### src/rtl/selladora_pkg.sv
// Shared definitions for the sock-line sealing station: state encoding,
// default size acceptance mask and a small helper for sizing the dwell counter.
package selladora_pkg;

    localparam logic [2:0] ST_IDLE   = 3'd0;
    localparam logic [2:0] ST_FEED   = 3'd1;
    localparam logic [2:0] ST_SEAL   = 3'd2;
    localparam logic [2:0] ST_EJECT  = 3'd3;
    localparam logic [2:0] ST_REJECT = 3'd4;
    localparam logic [2:0] ST_FAULT  = 3'd5;

    typedef enum logic [2:0] {
        IDLE   = ST_IDLE,
        FEED   = ST_FEED,
        SEAL   = ST_SEAL,
        EJECT  = ST_EJECT,
        REJECT = ST_REJECT,
        FAULT  = ST_FAULT
    } state_t;

    // Sizes 1, 4 and 7 are sealed at this station by default
    localparam logic [7:0] DEFAULT_ACCEPT_MASK = 8'b1001_0010;

    function automatic int max4(input int a, input int b, input int c, input int d);
        int m;
        m = a;
        if (b > m) m = b;
        if (c > m) m = c;
        if (d > m) m = d;
        return m;
    endfunction

endpackage

### src/rtl/dwell_timer.sv
// Shared dwell counter: counts up from zero after each clear and flags when
// the programmed terminal count is reached.
module dwell_timer #(
    parameter int W = 5
) (
    input  logic         clk,
    input  logic         reset,
    input  logic         clear,
    input  logic [W-1:0] tc,
    output logic         done
);

    logic [W-1:0] count;

    always_ff @(posedge clk or posedge reset) begin
        if (reset) begin
            count <= '0;
        end else if (clear) begin
            count <= '0;
        end else begin
            count <= count + 1'b1;
        end
    end

    assign done = (count == tc);

endmodule

### src/rtl/selladora_param.sv
// Parametrised sealing-station controller: feed, seal, eject accepted socks,
// divert rejected sizes, latch feed jams and count accepted socks per batch.
module selladora_param
    import selladora_pkg::*;
#(
    parameter int                   SIZE_W        = 3,
    parameter logic [2**SIZE_W-1:0] ACCEPT_MASK   = DEFAULT_ACCEPT_MASK,
    parameter int                   SEAL_CYCLES   = 4,
    parameter int                   EJECT_CYCLES  = 2,
    parameter int                   REJECT_CYCLES = 2,
    parameter int                   JAM_TIMEOUT   = 16,
    parameter int                   BATCH         = 12
) (
    input  logic                     clk,
    input  logic                     reset,
    input  logic                     sock_valid,
    input  logic [SIZE_W-1:0]        size,
    input  logic                     at_sealer,
    input  logic                     fault_clear,
    output logic                     feed_en,
    output logic                     seal_en,
    output logic                     eject_en,
    output logic                     reject_en,
    output logic                     busy,
    output logic                     fault,
    output logic                     batch_done,
    output logic [$clog2(BATCH)-1:0] batch_count
);

    localparam int MAX_CYC = max4(SEAL_CYCLES, EJECT_CYCLES, REJECT_CYCLES, JAM_TIMEOUT);
    localparam int CNT_W   = $clog2(MAX_CYC) + 1;
    localparam int BC_W    = $clog2(BATCH);

    state_t            state;
    state_t            next_state;
    logic [CNT_W-1:0]  dwell_tc;
    logic              dwell_clear;
    logic              dwell_done;
    logic              eject_exit;

    always_ff @(posedge clk or posedge reset) begin
        if (reset) begin
            state <= IDLE;
        end else begin
            state <= next_state;
        end
    end

    // The terminal count is chosen per state so one counter serves every dwell
    always_comb begin
        next_state = state;
        dwell_tc   = '0;
        case (state)
            IDLE: begin
                if (sock_valid) begin
                    next_state = ACCEPT_MASK[size] ? FEED : REJECT;
                end
            end
            FEED: begin
                dwell_tc = CNT_W'(JAM_TIMEOUT - 1);
                if (at_sealer) begin
                    next_state = SEAL;
                end else if (dwell_done) begin
                    next_state = FAULT;
                end
            end
            SEAL: begin
                dwell_tc = CNT_W'(SEAL_CYCLES - 1);
                if (dwell_done) next_state = EJECT;
            end
            EJECT: begin
                dwell_tc = CNT_W'(EJECT_CYCLES - 1);
                if (dwell_done) next_state = IDLE;
            end
            REJECT: begin
                dwell_tc = CNT_W'(REJECT_CYCLES - 1);
                if (dwell_done) next_state = IDLE;
            end
            FAULT: begin
                if (fault_clear) next_state = IDLE;
            end
            default: next_state = IDLE;
        endcase
    end

    assign dwell_clear = (next_state != state) || (state == IDLE) || (state == FAULT);

    dwell_timer #(
        .W (CNT_W)
    ) u_dwell (
        .clk   (clk),
        .reset (reset),
        .clear (dwell_clear),
        .tc    (dwell_tc),
        .done  (dwell_done)
    );

    assign feed_en   = (state == FEED);
    assign seal_en   = (state == SEAL);
    assign eject_en  = (state == EJECT);
    assign reject_en = (state == REJECT);
    assign busy      = (state != IDLE);
    assign fault     = (state == FAULT);

    assign eject_exit = (state == EJECT) && dwell_done;

    // Batch counter advances only when an accepted sock leaves the eject plate
    always_ff @(posedge clk or posedge reset) begin
        if (reset) begin
            batch_count <= '0;
            batch_done  <= 1'b0;
        end else begin
            batch_done <= 1'b0;
            if (eject_exit) begin
                if (batch_count == BC_W'(BATCH - 1)) begin
                    batch_count <= '0;
                    batch_done  <= 1'b1;
                end else begin
                    batch_count <= batch_count + 1'b1;
                end
            end
        end
    end

endmodule

### config.mk
export PLATFORM = sky130hd
export DESIGN_NAME = selladora_param
export DESIGN_NICKNAME = d
export VERILOG_FILES = /design/src/rtl/selladora_pkg.sv /design/src/rtl/dwell_timer.sv /design/src/rtl/selladora_param.sv
export SDC_FILE = /design/constraint.sdc
export NUM_CORES = 1
export LEC_CHECK = 0
export ABC_AREA = 1
export ABC_CLOCK_PERIOD_IN_PS = 1600
export BUFFER_PORTS_ARGS = -buffer_cell sky130_fd_sc_hd__clkbuf_2
export CORE_ASPECT_RATIO = 1.25
export CORE_MARGIN = 2
export CORE_UTILIZATION = 30
export CTS_CLUSTER_SIZE = 16
export DETAILED_ROUTE_END_ITERATION = 10
export SYNTH_ARGS = -nofsm -noshare
export SYNTH_HDL_FRONTEND = slang
export SYNTH_SLANG_ARGS = --single-unit
export TNS_END_PERCENT = 30
### constraint.sdc
create_clock -name clk -period 1.6 [get_ports clk]
set_input_delay 0.16 -clock clk [delete_from_list [all_inputs] [get_ports clk]]
set_output_delay 0.16 -clock clk [all_outputs]
set_load 0.03 [all_outputs]
==> results.md <==
* Status: finished with violations
* Violated checks: setup timing
* Switching part of the total at 0.510
* Worst slew pin tran at between 500 and 600 ps
* RSZ-0062 raised after global routing: yes
* Die ar. at ~3700 um^2
* Synthesized net count at about 130
* Post-Syn Area at roughly 960 um^2
* Vias in the first global route at ~950
* Mux contribution to synthesized area at 0
* Startpoint types: flip-flop
* Post-synthesis sequential area ratio at 0.339
* Worst R2R Path Depth at 11
* Origin of the critical flop-to-flop path: state[1]
* Starting Density at 0.319
* Clock Path Buffers at 2
* Power per Cell Area at between 1500 and 2000 nW/um^2
* Hold Crit Class: in2reg
* Gate Count Post-Synth at 123
* Syn_area_per_cell at ~7.8 um^2
* First-pass GRT wire length at between 3000 and 4000 um
* Critical-path cell list: inv_2 > nand3_4 > nand2_2 > nand2_1 > nand2_2 > nand3_4 > nand2_1 > nand2_1 > nand3_1 > nand2_4 > nor3_2
* Skew-Pair Late Insertion Delay at roughly 270 ps
* Via count at around 950
* Worst-path fanout max at 6
* Final hold vios at 0
* Seq pwr share at 0.225
* Worst-path clk slew at 80 ps
* Num rows at 22
* FF+latch count, synth at 13
* Yosys Warn Count at 0
* DP Wirelength at about 1800 um
* Clock power frac at 0.091
* Internal Power at around 1100 uW
* DRT antenna net count at 0
* Synth cell types at 28
* WP data arrival at between 1500 and 2000 ps
* Worst Setup Path Type: reg2reg
* Crit-path slowest cell: dfrtp_2
* Worst hold margin at 294 ps
* Setup Skew at about 6.5 ps
* Top post-synthesis cells by area: dfrtp_1, nand2_1, nand3_1
* Synth Area in Compound Gates at 0.0692
* Simple-gate area share of the yosys netlist at 0.443
* Final period util at 1.06
* Antenna Cells at 0
* Die H at 67.2 um
* DRT iter0 DRCs at 9
* CP max stage delay at between 400 and 500 ps
* Number of antenna violations at the first check in global routing at 0
* Routed wire length at 2290 um
* Hold Startpoint: fault_clear
* Share of cells above drive strength 1 at 0.476
* Setup TNS at -522 ps
* Fin util at 0.454
* Sw power at around 1100 uW
* Synth Area in Adders at 0.0392
* Fin. max-slew vios at 0
* CTS Buf Count at 3
* Port bufs at 18
* Chip Width at about 55 um
* Comb pwr share at 0.684
* CTS tree: done
* Core Area at around 3000 um^2
* Worst R2R End: u_dwell.count[4]
* Final cell area excluding filler cells at 1360 um^2
* TritonCTS Sinks at 13
* Post-Place Cell Area at 1220 um^2
* Worst EP required at ~1800 ps
* Worst vdd ir at 758 uV
* RD Place Congestion at 0.854
* Post-synth top area share at 0.339
* GRT Overall Usage at 0.147
* Drt first pass iters at 4
* XOR/XNOR Fraction of Synth Area at 0.0274
* Clock root buffer: clkbuf_4
* Critical Path End Type: flip-flop
* FILL cells at slightly above 300
* Total gr overflow at 0
* Avg WL per Cell at around 11 um
* Layout Nets at about 180
* Worst hold stages at 4
* Leak at about 0.00071 uW
* Max Cap Viol at 0
* Worst Slack Setup Final at -88.9 ps
* Final Setup Violations at 9
* Largest net degree at the start of global routing at 14
* Most used cell, CP: nand2_1
* Main combinational cell family by area after synthesis: simple AND/OR/NAND/NOR gates
* Synth-to-Final Area Change at 42.2%
* Fmax at 592 MHz
* R2R setup slack at -90 ps
* Worst hold path endpoint: state[2]
* # IOs at 19
* DRC viols at 0
* Rel. slew slack at 0.664
* H-tree depth at 1
* Via/cell ratio at ~4.7
* Biggest area consumer among synthesized cells: dfrtp_1
* Tmin final at ~1700 ps
[power groups by stage]
stage	clock network [uW]	registers [uW]	logic, uW
2_1_floorplan	0	522	870
4_1_cts	207	494	1470
3_3_place_gp	0	479	1300
3_5_place_dp	0	483	1320
5_1_grt	231	508	1670
6_report	200	496	1510
[flip-flops by register name (all words and copies together) (netlist names)]
name	cells
batch_done	1
u_dwell.count	5
state	3
batch_count	4
[layout by cell type, fill, tap and decap left out, types with 3 or more instances in the layout]
| cell type | instances |
|---|---|
| clkbuf_2 | 16 |
| nor3_2 | 4 |
| buf_4 | 22 |
| nor2_1 | 6 |
| nand3_4 | 4 |
| nand2_2 | 7 |
| inv_1 | 15 |
| nand3_2 | 3 |
| nand2_1 | 27 |
| clkbuf_4 | 3 |
| ha_1 | 3 |
| nand3_1 | 10 |
| dfrtp_1 | 11 |
| inv_2 | 4 |
[through the flow]
step | instances | setup slack [ps] | total power (uW)
global route | 202 | -218 | 2410
global placement | 194 | -57.2 | 1780
detailed placement | 194 | -93.2 | 1810
floorplan | 123 | 6.61 | 1390
finish | 202 | -88.9 | 2200
CTS | 202 | -49.9 | 2170
[critical path, delay by kind of cell (launching register included)]
family                 cells  cell delay [ps]
buffers and inverters      1              110
AND/OR/NAND/NOR           10             1000
flip-flops                 1              480
[kinds of logic (layout without fill, tap and decap cells)]
kind of cell	Yosys count	in the layout
AO/OA/AOI/OAI	10	10
XOR/XNOR	3	3
adder cells (fa/ha/maj)	3	3
buffers and inverters	21	64
flip-flops	13	13
AND/OR/NAND/NOR	73	73
[cell usage after synthesis]
cell and number:
o21ai_2 1, nand3_1 12, nand2_2 6, o21a_1 1
o21bai_1 1, nor2_1 8, nand3b_1 1, a21oi_2 1
xnor2_1 1, o211ai_1 1, nand3_2 4, inv_2 6
nand4_1 2, nor3_2 5, dfrtp_1 13, ha_1 3
xor2_1 2, nand2_4 1, nand3_4 1, a31oi_1 1
o21ai_0 2, inv_1 15, or2_2 1, nor3_4 1
nor2_2 1, o21ai_1 2, nand2_1 29, nor2_8 1
[area by class of cell]
class	instances	area, um^2	area share
Clock buffer	4	26.3	0.0193
Multi-Input combinational cell	89	624	0.458
Inverter	21	83.8	0.0615
Sequential cell	13	328	0.241
Tap cell	36	45.0	0.0331
Timing Repair Buffer	39	255	0.187
[worst max-delay path by stage]
stage	cells after the start	start	to	slack, ps
5_1_grt	10	state[1]	u_dwell.count[4]	-220
2_1_floorplan	10	state[0]	u_dwell.count[2]	7
3_5_place_dp	11	state[1]	u_dwell.count[4]	-90
4_1_cts	11	state[1]	u_dwell.count[4]	-50
3_3_place_gp	12	state[0]	u_dwell.count[4]	-60
6_report	11	state[1]	u_dwell.count[4]	-90
[per-layer routing]
metal,GRT usage,up-vias,routed length [um]
li1,-,481,-
met1,0.152,445,903
met2,0.280,18,1260
met3,0.0155,4,77
met4,0.0688,0,46
met5,0,-,0
[repair_timing]
action / in CTS / in global routing
endpoints found under the hold margin: 13 / 0
setup buffers: 3 / 0
setup endpoints to repair: 10 / 13
hold buffers: 1 / 0
gates resized for setup: 13 / 10
pin swaps: 1 / 1
Note: power is estimated with default switching activity, not from simulation.
